==> src/rtl/matmul_out_pkg.sv <==
// Shared FSM encodings and width helpers for the matmul output write-back block.
package matmul_out_pkg;

  localparam logic [1:0] ST_COLLECT = 2'd0;
  localparam logic [1:0] ST_WRITE   = 2'd1;
  localparam logic [1:0] ST_DONE    = 2'd2;

  function automatic int cnt_w(input int rows);
    return $clog2(rows + 1);
  endfunction

  function automatic int row_w(input int rows);
    return (rows > 1) ? $clog2(rows) : 1;
  endfunction

  function automatic int lat_w(input int lat);
    return (lat > 1) ? $clog2(lat) : 1;
  endfunction

endpackage

==> src/rtl/matmul_out_writeback_if.sv <==
// Array-side capture inputs, FSM handshake and output-RAM write port of the write-back block.
interface matmul_out_writeback_if #(
  parameter int COLS           = 4,
  parameter int WORD_SIZE      = 16,
  parameter int MEM_PORT_WIDTH = COLS * WORD_SIZE
);
  logic                      stall;
  logic                      fsm_rdy;
  logic                      fsm_done;
  logic [COLS*WORD_SIZE-1:0] matmul_fsm_output;
  logic [COLS-1:0]           matmul_output_valid;
  logic [COLS*WORD_SIZE-1:0] proxy_output_bus;
  logic [COLS-1:0]           proxy_out_valid_bus;
  logic                      wr_output_rdy;
  logic                      wr_output_done;
  logic [31:0]               mem_addr;
  logic                      mem_wr_en;
  logic [MEM_PORT_WIDTH-1:0] mem_data;

  modport master (
    output stall, wr_output_rdy, wr_output_done, mem_addr, mem_wr_en, mem_data,
    input  fsm_rdy, fsm_done, matmul_fsm_output, matmul_output_valid,
           proxy_output_bus, proxy_out_valid_bus
  );

  modport slave (
    input  stall, wr_output_rdy, wr_output_done, mem_addr, mem_wr_en, mem_data,
    output fsm_rdy, fsm_done, matmul_fsm_output, matmul_output_valid,
           proxy_output_bus, proxy_out_valid_bus
  );
endinterface

==> src/rtl/matmul_out_writeback_col_capture.sv <==
// One result column: fill counter, proxy-over-matmul select and ROWS-deep word storage.
module out_col_capture
  import matmul_out_pkg::*;
#(
  parameter int  ROWS      = 4,
  parameter int  WORD_SIZE = 16,
  localparam int CW        = cnt_w(ROWS),
  localparam int RW        = row_w(ROWS)
) (
  input  logic                 clk,
  input  logic                 rst,
  input  logic                 clear_i,
  input  logic                 en_i,
  input  logic                 proxy_vld_i,
  input  logic [WORD_SIZE-1:0] proxy_word_i,
  input  logic                 mm_vld_i,
  input  logic [WORD_SIZE-1:0] mm_word_i,
  input  logic [RW-1:0]        rd_row_i,
  output logic                 full_next_o,
  output logic                 nz_next_o,
  output logic [WORD_SIZE-1:0] rd_word_o
);

  logic [CW-1:0]        cnt_q, cnt_d;
  logic [WORD_SIZE-1:0] words_q [ROWS];
  logic                 wr_s;
  logic [WORD_SIZE-1:0] wr_word_s;
  logic                 has_room_s;

  assign has_room_s = (cnt_q < CW'(ROWS));

  // Capture select and next fill count; a clear overrides any same-cycle capture.
  always_comb begin
    wr_s      = 1'b0;
    wr_word_s = '0;
    cnt_d     = cnt_q;
    if (clear_i) begin
      cnt_d = '0;
    end else if (en_i && has_room_s) begin
      if (proxy_vld_i) begin
        wr_s      = 1'b1;
        wr_word_s = proxy_word_i;
      end else if (mm_vld_i) begin
        wr_s      = 1'b1;
        wr_word_s = mm_word_i;
      end else begin
        wr_s = 1'b0;
      end
      cnt_d = cnt_q + CW'(wr_s);
    end else begin
      cnt_d = cnt_q;
    end
  end

  // Counter and column storage registers.
  always_ff @(posedge clk or negedge rst) begin
    if (!rst) begin
      cnt_q   <= '0;
      words_q <= '{default: '0};
    end else if (clear_i) begin
      cnt_q   <= '0;
      words_q <= '{default: '0};
    end else begin
      cnt_q <= cnt_d;
      if (wr_s) begin
        words_q[cnt_q[RW-1:0]] <= wr_word_s;
      end
    end
  end

  assign full_next_o = (cnt_d == CW'(ROWS));
  assign nz_next_o   = |cnt_d;
  assign rd_word_o   = words_q[rd_row_i];

endmodule

==> src/rtl/matmul_out_writeback.sv <==
// Collects systolic-array column results into a ROWS x COLS buffer and writes it row by row to the output RAM.
module matmul_out_writeback
  import matmul_out_pkg::*;
#(
  parameter int          ROWS               = 4,
  parameter int          COLS               = 4,
  parameter int          WORD_SIZE          = 16,
  parameter int          MEM_ACCESS_LATENCY = 1,
  parameter int          MEM_PORT_WIDTH     = COLS * WORD_SIZE,
  parameter logic [31:0] OUT_BASE_ADDR      = 32'd0
) (
  input logic                    clk,
  input logic                    rst,
  matmul_out_writeback_if.master bus
);

  localparam int RW = row_w(ROWS);
  localparam int LW = lat_w(MEM_ACCESS_LATENCY);
  localparam int DW = COLS * WORD_SIZE;

  logic [1:0]           state_q, state_d;
  logic [RW-1:0]        row_q, row_d;
  logic [LW-1:0]        lat_q, lat_d;
  logic                 stall_q, stall_d;
  logic                 rdy_q, rdy_d;
  logic                 done_q, done_d;
  logic                 wr_en_q, wr_en_d;
  logic [31:0]          addr_q, addr_d;
  logic [COLS-1:0]      full_next_s, nz_next_s;
  logic [WORD_SIZE-1:0] col_word_s [COLS];
  logic [DW-1:0]        row_data_s;
  logic                 collect_s, clear_s, go_s;

  assign collect_s = (state_q == ST_COLLECT);
  assign clear_s   = (collect_s && bus.fsm_rdy) || (state_q == ST_DONE);
  // Column next-state flags already include this cycle's captures (and any clear).
  assign go_s      = collect_s && ((&full_next_s) || (bus.fsm_done && (|nz_next_s)));

  for (genvar c = 0; c < COLS; c++) begin : g_col
    out_col_capture #(
      .ROWS      (ROWS),
      .WORD_SIZE (WORD_SIZE)
    ) u_col (
      .clk          (clk),
      .rst          (rst),
      .clear_i      (clear_s),
      .en_i         (collect_s),
      .proxy_vld_i  (bus.proxy_out_valid_bus[c]),
      .proxy_word_i (bus.proxy_output_bus[c*WORD_SIZE +: WORD_SIZE]),
      .mm_vld_i     (bus.matmul_output_valid[c]),
      .mm_word_i    (bus.matmul_fsm_output[c*WORD_SIZE +: WORD_SIZE]),
      .rd_row_i     (row_q),
      .full_next_o  (full_next_s[c]),
      .nz_next_o    (nz_next_s[c]),
      .rd_word_o    (col_word_s[c])
    );
    assign row_data_s[c*WORD_SIZE +: WORD_SIZE] = col_word_s[c];
  end

  // FSM next state and next values of the registered outputs.
  always_comb begin
    state_d = state_q;
    row_d   = row_q;
    lat_d   = lat_q;
    stall_d = stall_q;
    rdy_d   = rdy_q;
    done_d  = 1'b0;
    wr_en_d = 1'b0;
    addr_d  = addr_q;
    case (state_q)
      ST_COLLECT: begin
        if (go_s) begin
          state_d = ST_WRITE;
          row_d   = '0;
          lat_d   = '0;
          stall_d = 1'b1;
          rdy_d   = 1'b1;
          wr_en_d = 1'b1;
          addr_d  = OUT_BASE_ADDR;
        end else begin
          stall_d = 1'b0;
          rdy_d   = 1'b0;
          addr_d  = OUT_BASE_ADDR;
        end
      end
      ST_WRITE: begin
        if (lat_q == LW'(MEM_ACCESS_LATENCY - 1)) begin
          if (row_q == RW'(ROWS - 1)) begin
            state_d = ST_DONE;
            stall_d = 1'b0;
            rdy_d   = 1'b0;
            done_d  = 1'b1;
            addr_d  = OUT_BASE_ADDR;
          end else begin
            row_d   = row_q + 1'b1;
            lat_d   = '0;
            wr_en_d = 1'b1;
            addr_d  = OUT_BASE_ADDR + 32'(row_q) + 32'd1;
          end
        end else begin
          lat_d = lat_q + 1'b1;
        end
      end
      ST_DONE: begin
        state_d = ST_COLLECT;
      end
      default: begin
        state_d = ST_COLLECT;
        stall_d = 1'b0;
        rdy_d   = 1'b0;
        addr_d  = OUT_BASE_ADDR;
      end
    endcase
  end

  // State and output registers; reset aborts any write-back in progress.
  always_ff @(posedge clk or negedge rst) begin
    if (!rst) begin
      state_q <= ST_COLLECT;
      row_q   <= '0;
      lat_q   <= '0;
      stall_q <= 1'b0;
      rdy_q   <= 1'b0;
      done_q  <= 1'b0;
      wr_en_q <= 1'b0;
      addr_q  <= OUT_BASE_ADDR;
    end else begin
      state_q <= state_d;
      row_q   <= row_d;
      lat_q   <= lat_d;
      stall_q <= stall_d;
      rdy_q   <= rdy_d;
      done_q  <= done_d;
      wr_en_q <= wr_en_d;
      addr_q  <= addr_d;
    end
  end

  assign bus.stall          = stall_q;
  assign bus.wr_output_rdy  = rdy_q;
  assign bus.wr_output_done = done_q;
  assign bus.mem_wr_en      = wr_en_q;
  assign bus.mem_addr       = addr_q;
  assign bus.mem_data       = (state_q == ST_WRITE) ? MEM_PORT_WIDTH'(row_data_s) : '0;

endmodule

==> src/flat_wrapper.sv <==
// flat-port wrapper written by rule: the top's interface ports become plain ports
module matmul_out_writeback_flat import matmul_out_pkg::*;
#(
  parameter int          ROWS               = 4,
  parameter int          COLS               = 4,
  parameter int          WORD_SIZE          = 16,
  parameter int          MEM_ACCESS_LATENCY = 1,
  parameter int          MEM_PORT_WIDTH     = COLS * WORD_SIZE,
  parameter logic [31:0] OUT_BASE_ADDR      = 32'd0
)
  (clk, rst, bus_stall, bus_wr_output_rdy, bus_wr_output_done, bus_mem_addr, bus_mem_wr_en, bus_mem_data, bus_fsm_rdy, bus_fsm_done, bus_matmul_fsm_output, bus_matmul_output_valid, bus_proxy_output_bus, bus_proxy_out_valid_bus);
  matmul_out_writeback_if #(.COLS(COLS), .WORD_SIZE(WORD_SIZE), .MEM_PORT_WIDTH(MEM_PORT_WIDTH)) bus_i ();
  input logic clk;
  input logic rst;
  output wire logic [$bits(bus_i.stall)-1:0] bus_stall;
  output wire logic [$bits(bus_i.wr_output_rdy)-1:0] bus_wr_output_rdy;
  output wire logic [$bits(bus_i.wr_output_done)-1:0] bus_wr_output_done;
  output wire logic [$bits(bus_i.mem_addr)-1:0] bus_mem_addr;
  output wire logic [$bits(bus_i.mem_wr_en)-1:0] bus_mem_wr_en;
  output wire logic [$bits(bus_i.mem_data)-1:0] bus_mem_data;
  input wire logic [$bits(bus_i.fsm_rdy)-1:0] bus_fsm_rdy;
  input wire logic [$bits(bus_i.fsm_done)-1:0] bus_fsm_done;
  input wire logic [$bits(bus_i.matmul_fsm_output)-1:0] bus_matmul_fsm_output;
  input wire logic [$bits(bus_i.matmul_output_valid)-1:0] bus_matmul_output_valid;
  input wire logic [$bits(bus_i.proxy_output_bus)-1:0] bus_proxy_output_bus;
  input wire logic [$bits(bus_i.proxy_out_valid_bus)-1:0] bus_proxy_out_valid_bus;
  assign bus_stall = bus_i.stall;
  assign bus_wr_output_rdy = bus_i.wr_output_rdy;
  assign bus_wr_output_done = bus_i.wr_output_done;
  assign bus_mem_addr = bus_i.mem_addr;
  assign bus_mem_wr_en = bus_i.mem_wr_en;
  assign bus_mem_data = bus_i.mem_data;
  assign bus_i.fsm_rdy = bus_fsm_rdy;
  assign bus_i.fsm_done = bus_fsm_done;
  assign bus_i.matmul_fsm_output = bus_matmul_fsm_output;
  assign bus_i.matmul_output_valid = bus_matmul_output_valid;
  assign bus_i.proxy_output_bus = bus_proxy_output_bus;
  assign bus_i.proxy_out_valid_bus = bus_proxy_out_valid_bus;
  matmul_out_writeback #(.ROWS(ROWS), .COLS(COLS), .WORD_SIZE(WORD_SIZE), .MEM_ACCESS_LATENCY(MEM_ACCESS_LATENCY), .MEM_PORT_WIDTH(MEM_PORT_WIDTH), .OUT_BASE_ADDR(OUT_BASE_ADDR)) u_core (.clk(clk), .rst(rst), .bus(bus_i));
endmodule
==> config.mk <==
export PLATFORM = sky130hd
export DESIGN_NAME = matmul_out_writeback_flat
export DESIGN_NICKNAME = d
export VERILOG_FILES = /design/src/rtl/matmul_out_pkg.sv /design/src/rtl/matmul_out_writeback_if.sv /design/src/rtl/matmul_out_writeback_col_capture.sv /design/src/rtl/matmul_out_writeback.sv /design/src/flat_wrapper.sv
export SDC_FILE = /design/constraint.sdc
export NUM_CORES = 1
export LEC_CHECK = 0
export CELL_PAD_IN_SITES_DETAIL_PLACEMENT = 0
export CELL_PAD_IN_SITES_GLOBAL_PLACEMENT = 1
export CORE_UTILIZATION = 40
export DETAILED_ROUTE_END_ITERATION = 6
export PLACE_DENSITY = 0.82
export SLEW_MARGIN = 0
export SYNTH_ARGS = -nofsm -noshare
export SYNTH_HDL_FRONTEND = slang
export SYNTH_SLANG_ARGS = --single-unit
==> constraint.sdc <==
create_clock -name clk -period 3.2 [get_ports clk]
set_input_delay 0.64 -clock clk [delete_from_list [all_inputs] [get_ports clk]]
set_output_delay 0.64 -clock clk [all_outputs]
set_load 0.1 [all_outputs]
# Word-level counts from Yosys, hierarchy flattened
# Index checks and enable logic that the tools add are counted.
totals:
  output_inout_bits: 100
  regBits: 308
  elab_cells: 199
  input_bits: 140
op_classes:
  muxes: 109
  order_cmp: 13
  n_eq_ne: 11
  n_reduce_logical: 26
  bitwise: 6
  add_sub_neg: 7
op_table:
  columns: ["op", "n"]
  rows:
  - ["$mux 64", 9]
  - ["$mux 16", 28]
  - ["$bwmux 64", 4]
  - ["$bmux 16 s2", 4]
  - ["$demux 16 s2", 4]
  - ["$mux 32", 2]
  - ["$pmux 32 s2", 1]
  - ["$mux 3", 12]
  - ["$mux 1", 34]
  - ["$ge 3x3->1 const B", 5]
  - ["$not 2->3", 5]
  - ["$add 3x1->3", 4]
  - ["$eq 3x3->1 const B", 4]
  - ["$lt 3x1->1 const B", 4]
  - ["$lt 3x3->1 const B", 4]
  - ["$mux 2", 6]
  - ["$reduce_or 12->1", 1]
  - ["$logic_and 1x1->1", 11]
  - ["$reduce_bool 2->1", 5]
  - ["$pmux 2 s2", 2]
  - ["$reduce_and 4->1", 2]
  - ["$ne 2x2->1 const B", 3]
  - ["$reduce_and 3->1", 2]
  - ["$eq 2x2->1 const B", 2]
  - ["other kinds (11)", 14]

# Depth between registers and ports, before layout
logic_depth:
  ltp_word: 13
  ltp_mapped: 11

# Hierarchy
# Synthesis repeated with hierarchy kept, for this count alone.
unflattened:
  cells_unflattened: 1406
  hier_area_um2: 15474.8
by_module_without_submodules:
  columns: ["mod", "instances", "seq_area_each_um2", "area_each_um2", "cells_per_inst"]
  rows:
  - ["out_col_capture", 4, 1676.6, 3590.9, 315]
  - ["matmul_out_writeback", 1, 225.2, 1111.1, 146]

# Worst setup path after synthesis
# Ideal clock, no wire load.
synth_path:
  kind: "input to register"
  startpoint: "input bus_proxy_out_valid_bus[2]"
  endpoint: "register u_core.stall_q, in the netlist u_core.bus.stall"
  setup_ps: 127
  cell_stages: 10
  setup_slack_ps: -124
  t_arrival_ps: 3198
  path_buffers: 1
  required_ps: 3073
  cell_sequence: "clkbuf_1 > or2_2 > ha_1 > ha_1 > or4_1 > a21oi_1 > o221ai_1 > o41ai_1 > a21oi_1 > a311o_1"
synth_via:
  elab_chain_len: 12
  word_cells_on_any_way: 14
  classes_between: "add/sub: 1; eq/ne: 1; mux: 7; reduce/logical: 5"
synth_lines:
  columns: ["item", "line", "source"]
  rows:
  - ["from (decl)", "flat_wrapper.sv:26", "input wire logic [$bits(bus_i.proxy_out_valid_bus)-1:0] bus_proxy_out_valid_bus;"]
  - ["$mux 1 (*)", "matmul_out_writeback_col_capture.sv:40", "if (proxy_vld_i) begin"]
  - ["$mux 1 (*)", "matmul_out_writeback_col_capture.sv:39", "end else if (en_i && has_room_s) begin"]
  - ["$mux 1 (*)", "matmul_out_writeback_col_capture.sv:37", "if (clear_i) begin"]
  - ["$add 3x1->3 (*)", "matmul_out_writeback_col_capture.sv:49", "cnt_d = cnt_q + CW'(wr_s);"]
  - ["$mux 3 (*)", "matmul_out_writeback_col_capture.sv:39", null]
  - ["$mux 3 (*)", "matmul_out_writeback_col_capture.sv:37", null]
  - ["$eq 3x3->1 / $reduce_or 12->1 (equally long branches)", "matmul_out_writeback_col_capture.sv:71, matmul_out_writeback.sv:37", null]
  - ["$reduce_and 4->1 / $logic_and 1x1->1 (equally long branches)", "matmul_out_writeback.sv:37", "assign go_s = collect_s && ((&full_next_s) || (bus.fsm_done && (|nz_next_s)));"]
  - ["$logic_or 1x1->1 (*)", "matmul_out_writeback.sv:37", null]
  - ["$logic_and 1x1->1 (*)", "matmul_out_writeback.sv:37", null]
  - ["$mux 1 (*)", "matmul_out_writeback.sv:72", "if (go_s) begin"]
  - ["$pmux 1 s3 (*)", "matmul_out_writeback.sv:70", "case (state_q)"]
  - ["to (signal assigned)", "matmul_out_writeback.sv:131", "stall_q <= stall_d;"]
  - ["to (decl)", "matmul_out_writeback.sv:24", "logic stall_q, stall_d;"]
# Mark *: on every way between the ends. The rest lies on a longest branch, timed or not. The select of a mux whose other input is x is not followed.
# A chain may end at the register's enable or synchronous reset.

# Worst setup path after layout
layout_path:
  startpoint: "register u_core.row_q[1]"
  endpoint: "output bus_mem_data[7]"
layout_via:
  elab_chain_len: 5
layout_lines:
  columns: ["item", "line", "source"]
  rows:
  - ["from (decl)", "matmul_out_writeback.sv:22", "logic [RW-1:0] row_q, row_d;"]
  - ["from (signal assigned)", "matmul_out_writeback.sv:129", "row_q <= row_d;"]
  - ["$not 2->3 (not written as such)", "matmul_out_writeback_col_capture.sv:73", "assign rd_word_o = words_q[rd_row_i];"]
  - ["$bmux 16 s2", "matmul_out_writeback_col_capture.sv:73", null]
  - ["$mux 16 (not written as such) (2 in series)", "matmul_out_writeback_col_capture.sv:73", null]
  - ["$mux 64", "matmul_out_writeback.sv:144", "assign bus.mem_data = (state_q == ST_WRITE) ? MEM_PORT_WIDTH'(row_data_s) : '0;"]
  - ["to (decl)", "flat_wrapper.sv:20", "output wire logic [$bits(bus_i.mem_data)-1:0] bus_mem_data;"]
# No other way between the ends. The select of a mux whose other input is x is not followed.

==> results.sh <==
export IMPL_post_drt_via_cell_ratio=5.93
export IMPL_synth_area_top_cells="dfrtp_1 (52%), a22o_1 (17%), mux4_2 (11%), a22oi_1 (3.6%), and3_1 (3.1%)"
export IMPL_cp_buffers_inverters=2
export IMPL_worst_slack_ns=0.154
export IMPL_cts_buffers_inserted=30
export IMPL_min_path_type="primary input to async pin"
export IMPL_wire_length_of_the_first_global_routing_pass_um=60400
export IMPL_final_hold_viol_count=0
export IMPL_power_report_internal_total_w=0.00855
export IMPL_cts_path_max_buffers=3
export IMPL_worstMarginPinSlew_ns=1.25
export IMPL_io_pin_count=240
export IMPL_place_port_buffers=209
export IMPL_clk_skew_ns=0.0218
export IMPL_cp_data_arrival_time_ns=2.41
export IMPL_final_period_utilization=0.952
export IMPL_reg2reg_slack_ns=0.34
export IMPL_clock_tree_htree_level_count=1
export IMPL_endpoint_kind="output port"
export IMPL_power_frac_seq=0.317
export IMPL_synth_cell_type_count=40
export IMPL_timing_worst_setup_path_type="register to output port"
export IMPL_dp_worst_setup_slack_ns=-0.608
export IMPL_vdd_drop_max_mv=0.446
export IMPL_clock_root_buffer="clkbuf_16"
export IMPL_power_per_cell_area_nw_per_um2=806
export IMPL_clockPowerShare=0.260
export IMPL_diodes=0
export IMPL_slew_viol_final=0
export IMPL_synth_ff_type="dfrtp_1"
export IMPL_fmax_mhz=328
export IMPL_detailroute_via_count=10300
export IMPL_worst_setup_path_start_kind="register"
export IMPL_wire_length_after_detailed_routing_um=37600
export IMPL_rsz_0062_raised_after_global_routing="false"
export IMPL_drt_initial_drc_count=730
export IMPL_edff_count_synth=0
export IMPL_die_y_um=184
export IMPL_gp_congestion=0.772
export IMPL_yosysTopAreaCellShare=0.523
export IMPL_post_cts_buffers=0
export IMPL_synth_seq_area_share=0.523
export IMPL_yosys_area_top_type="dfrtp_1"
export IMPL_outcome="complete, no violations"
export IMPL_number_of_antenna_violations_at_the_first_check_in_global_routing=0
export IMPL_crit_reg2reg_launch="u_core.g_col[2].u_col.cnt_q[0]"
export IMPL_clk_latency_ns=0.55
export IMPL_route_detailed_wl_per_inst_um=21.6
export IMPL_cts_sinks=277
export IMPL_finish_net_count=1424
export IMPL_clkSlewWorstSetupHoldPaths_ns=0.06
export IMPL_worst_r2r_path_depth=8
export IMPL_max_stage_delay_ns=0.74
export IMPL_overflow=0
export IMPL_core_sq_um=32500
export IMPL_tritoncts="done"
export IMPL_final_critical_path_required_period_ns=3.05
export IMPL_critical_path_top_delay_family="flip-flops"
export IMPL_detailed_place_hpwl_um=24400
export IMPL_drtAntennaViolNets=0
export IMPL_postSynthAreaPerCell_sq_um=12.4
export IMPL_first_global_vias=10800
export IMPL_cap_viol_max_count=0
export IMPL_drt_first_pass_iters=5
export IMPL_initial_utilization=0.407
export IMPL_ys_warnings_count=0
export IMPL_required_ns=2.56
export IMPL_synth_async_sr_flop_share=1.00
export IMPL_power_leakage_nw=8.13
export IMPL_detail_route_drc_violations=0
export IMPL_row_count=66
export IMPL_grt_use_total=0.226
export IMPL_critPathSlowestCell="dfrtp_4"
export IMPL_final_hold_worst_slack_ns=0.0751
export IMPL_die_outline_area_sq_um=33800
export IMPL_area_growth_synth_to_final_pct=34.6
export IMPL_power_share_switching=0.405
export IMPL_setup_viol_count_final=0
export IMPL_ys_ff_latch=277
export IMPL_grt_start_max_net_pins=81
export IMPL_total_standard_cell_area_after_synthesis_sq_um=13200
export IMPL_share_of_layout_cells_above_drive_strength_1=0.219
export IMPL_fp_dieW_um=184
export IMPL_maxSlewHeadroom=0.162
export IMPL_post_synth_inst_count=1068
export IMPL_crit_chain="buf_4, mux4_2, and3_1, buf_12"
export IMPL_switching_component_of_the_power_w=0.00582
export IMPL_cp_max_fo=28
export IMPL_worstReg2RegEnd="u_core.bus.mem_wr_en"
export IMPL_combPwrFrac=0.423
flip-flops by register name, summed over array words and instances, names as in the netlist:
name,count
u_core.bus.stall,1
u_core.row_q,2
u_core.g_col.u_col.words_q,256
u_core.g_col.u_col.cnt_q,12
u_core.bus.mem_wr_en,1
u_core.state_q,2
u_core.bus.wr_output_done,1
u_core.bus.mem_addr,2
worst max path at each step:
| stage | start | endpoint | slack, ns | depth (start not counted) |
|---|---|---|---|---|
| finish | u_core.row_q[1] | bus_mem_data[7] | 0.15 | 4 |
| global route | u_core.row_q[0] | bus_mem_data[7] | 0.05 | 4 |
| CTS | bus_matmul_output_valid[2] | u_core.bus.stall | 0.005 | 11 |
| detailed placement | bus_matmul_output_valid[2] | u_core.bus.stall | -0.61 | 11 |
| global placement | bus_matmul_output_valid[2] | u_core.bus.stall | -0.46 | 11 |
| floorplan | bus_proxy_out_valid_bus[2] | u_core.bus.mem_wr_en | 0.01 | 10 |
what timing repair did:
item | CTS | global route
endpoints found under the setup margin | 2 | 5
hold buffers | 0 | 0
gates resized for setup | 1 | 6
pin swaps | 0 | 3
kinds of logic (layout without fill, tap and decap cells):
kind of cell,count (synthesis),after routing,synth area share
compound gates,372,372,0.231
flops,277,277,0.523
simple gates,209,209,0.0792
buf+inv,136,338,0.0488
mux,64,64,0.109
fa+ha+maj,9,9,0.00850
other cells,1,30,0.000283
area by class of cell:
cell class,count,area (sq um)
Clock buffer,49,983
Inverter,14,52.6
Multi-Input combinational cell,684,5910
Clock inverter,7,116
Timing Repair Buffer,268,3270
Fill cell,2750,14700
Sequential cell,277,6940
Tap cell,442,553
cells in the mapped netlist, drive strengths merged, types with 7 or more instances:
cell,count
a21oi,15
and3,66
ha,9
nor3,17
nand2,15
inv,14
a22oi,64
a31oi,15
nor2,89
dfrtp,277
clkbuf,83
or2,7
buf,39
a22o,260
mux4,64
per-stage QoR:
step / cell area (sq um) / cells / total power [W] / util / setup TNS (ns)
floorplan: 13400 / 1097 / 0.00831 / - / 0
global placement: 16700 / 1685 / 0.0105 / 0.513 / -2.21
detailed placement: 16700 / 1685 / 0.0107 / 0.513 / -2.82
CTS: 17800 / 1741 / 0.0144 / 0.547 / 0
global route: 17800 / 1741 / 0.0150 / 0.548 / 0
finish: 17800 / 1741 / 0.0144 / 0.548 / 0
power by group through the flow:
stage,clock [W],combinational (W),sequential [W]
6_report,0.00373,0.00608,0.00456
5_1_grt,0.00394,0.00644,0.00463
4_1_cts,0.00380,0.00609,0.00455
3_5_place_dp,0,0.00606,0.00460
3_3_place_gp,0,0.00596,0.00457
2_1_floorplan,0,0.00384,0.00447
layer usage:
metal	vias to the layer above	global-route usage	wire length [um]
met5	-	0	0
met4	0	0.0573	780
met3	56	0.0335	2180
met2	372	0.375	18200
met1	5361	0.310	16400
li1	4543	-	-
layout by cell type (no fill, tap or decap), drive strengths merged, types with 5 or more instances in the layout:
| cell type | instances |
|---|---|
| or2 | 7 |
| a21oi | 15 |
| nand2 | 15 |
| clkbuf | 49 |
| buf | 130 |
| dfrtp | 277 |
| a22oi | 64 |
| conb | 30 |
| ha | 9 |
| and3 | 66 |
| mux4 | 64 |
| a31oi | 15 |
| inv | 14 |
| a22o | 260 |
| nor2 | 89 |
| o21ai | 5 |
| nor2b | 5 |
| nor3 | 17 |
| clkdlybuf4s50 | 136 |
No activity file was read; power rests on OpenSTA's default activity.
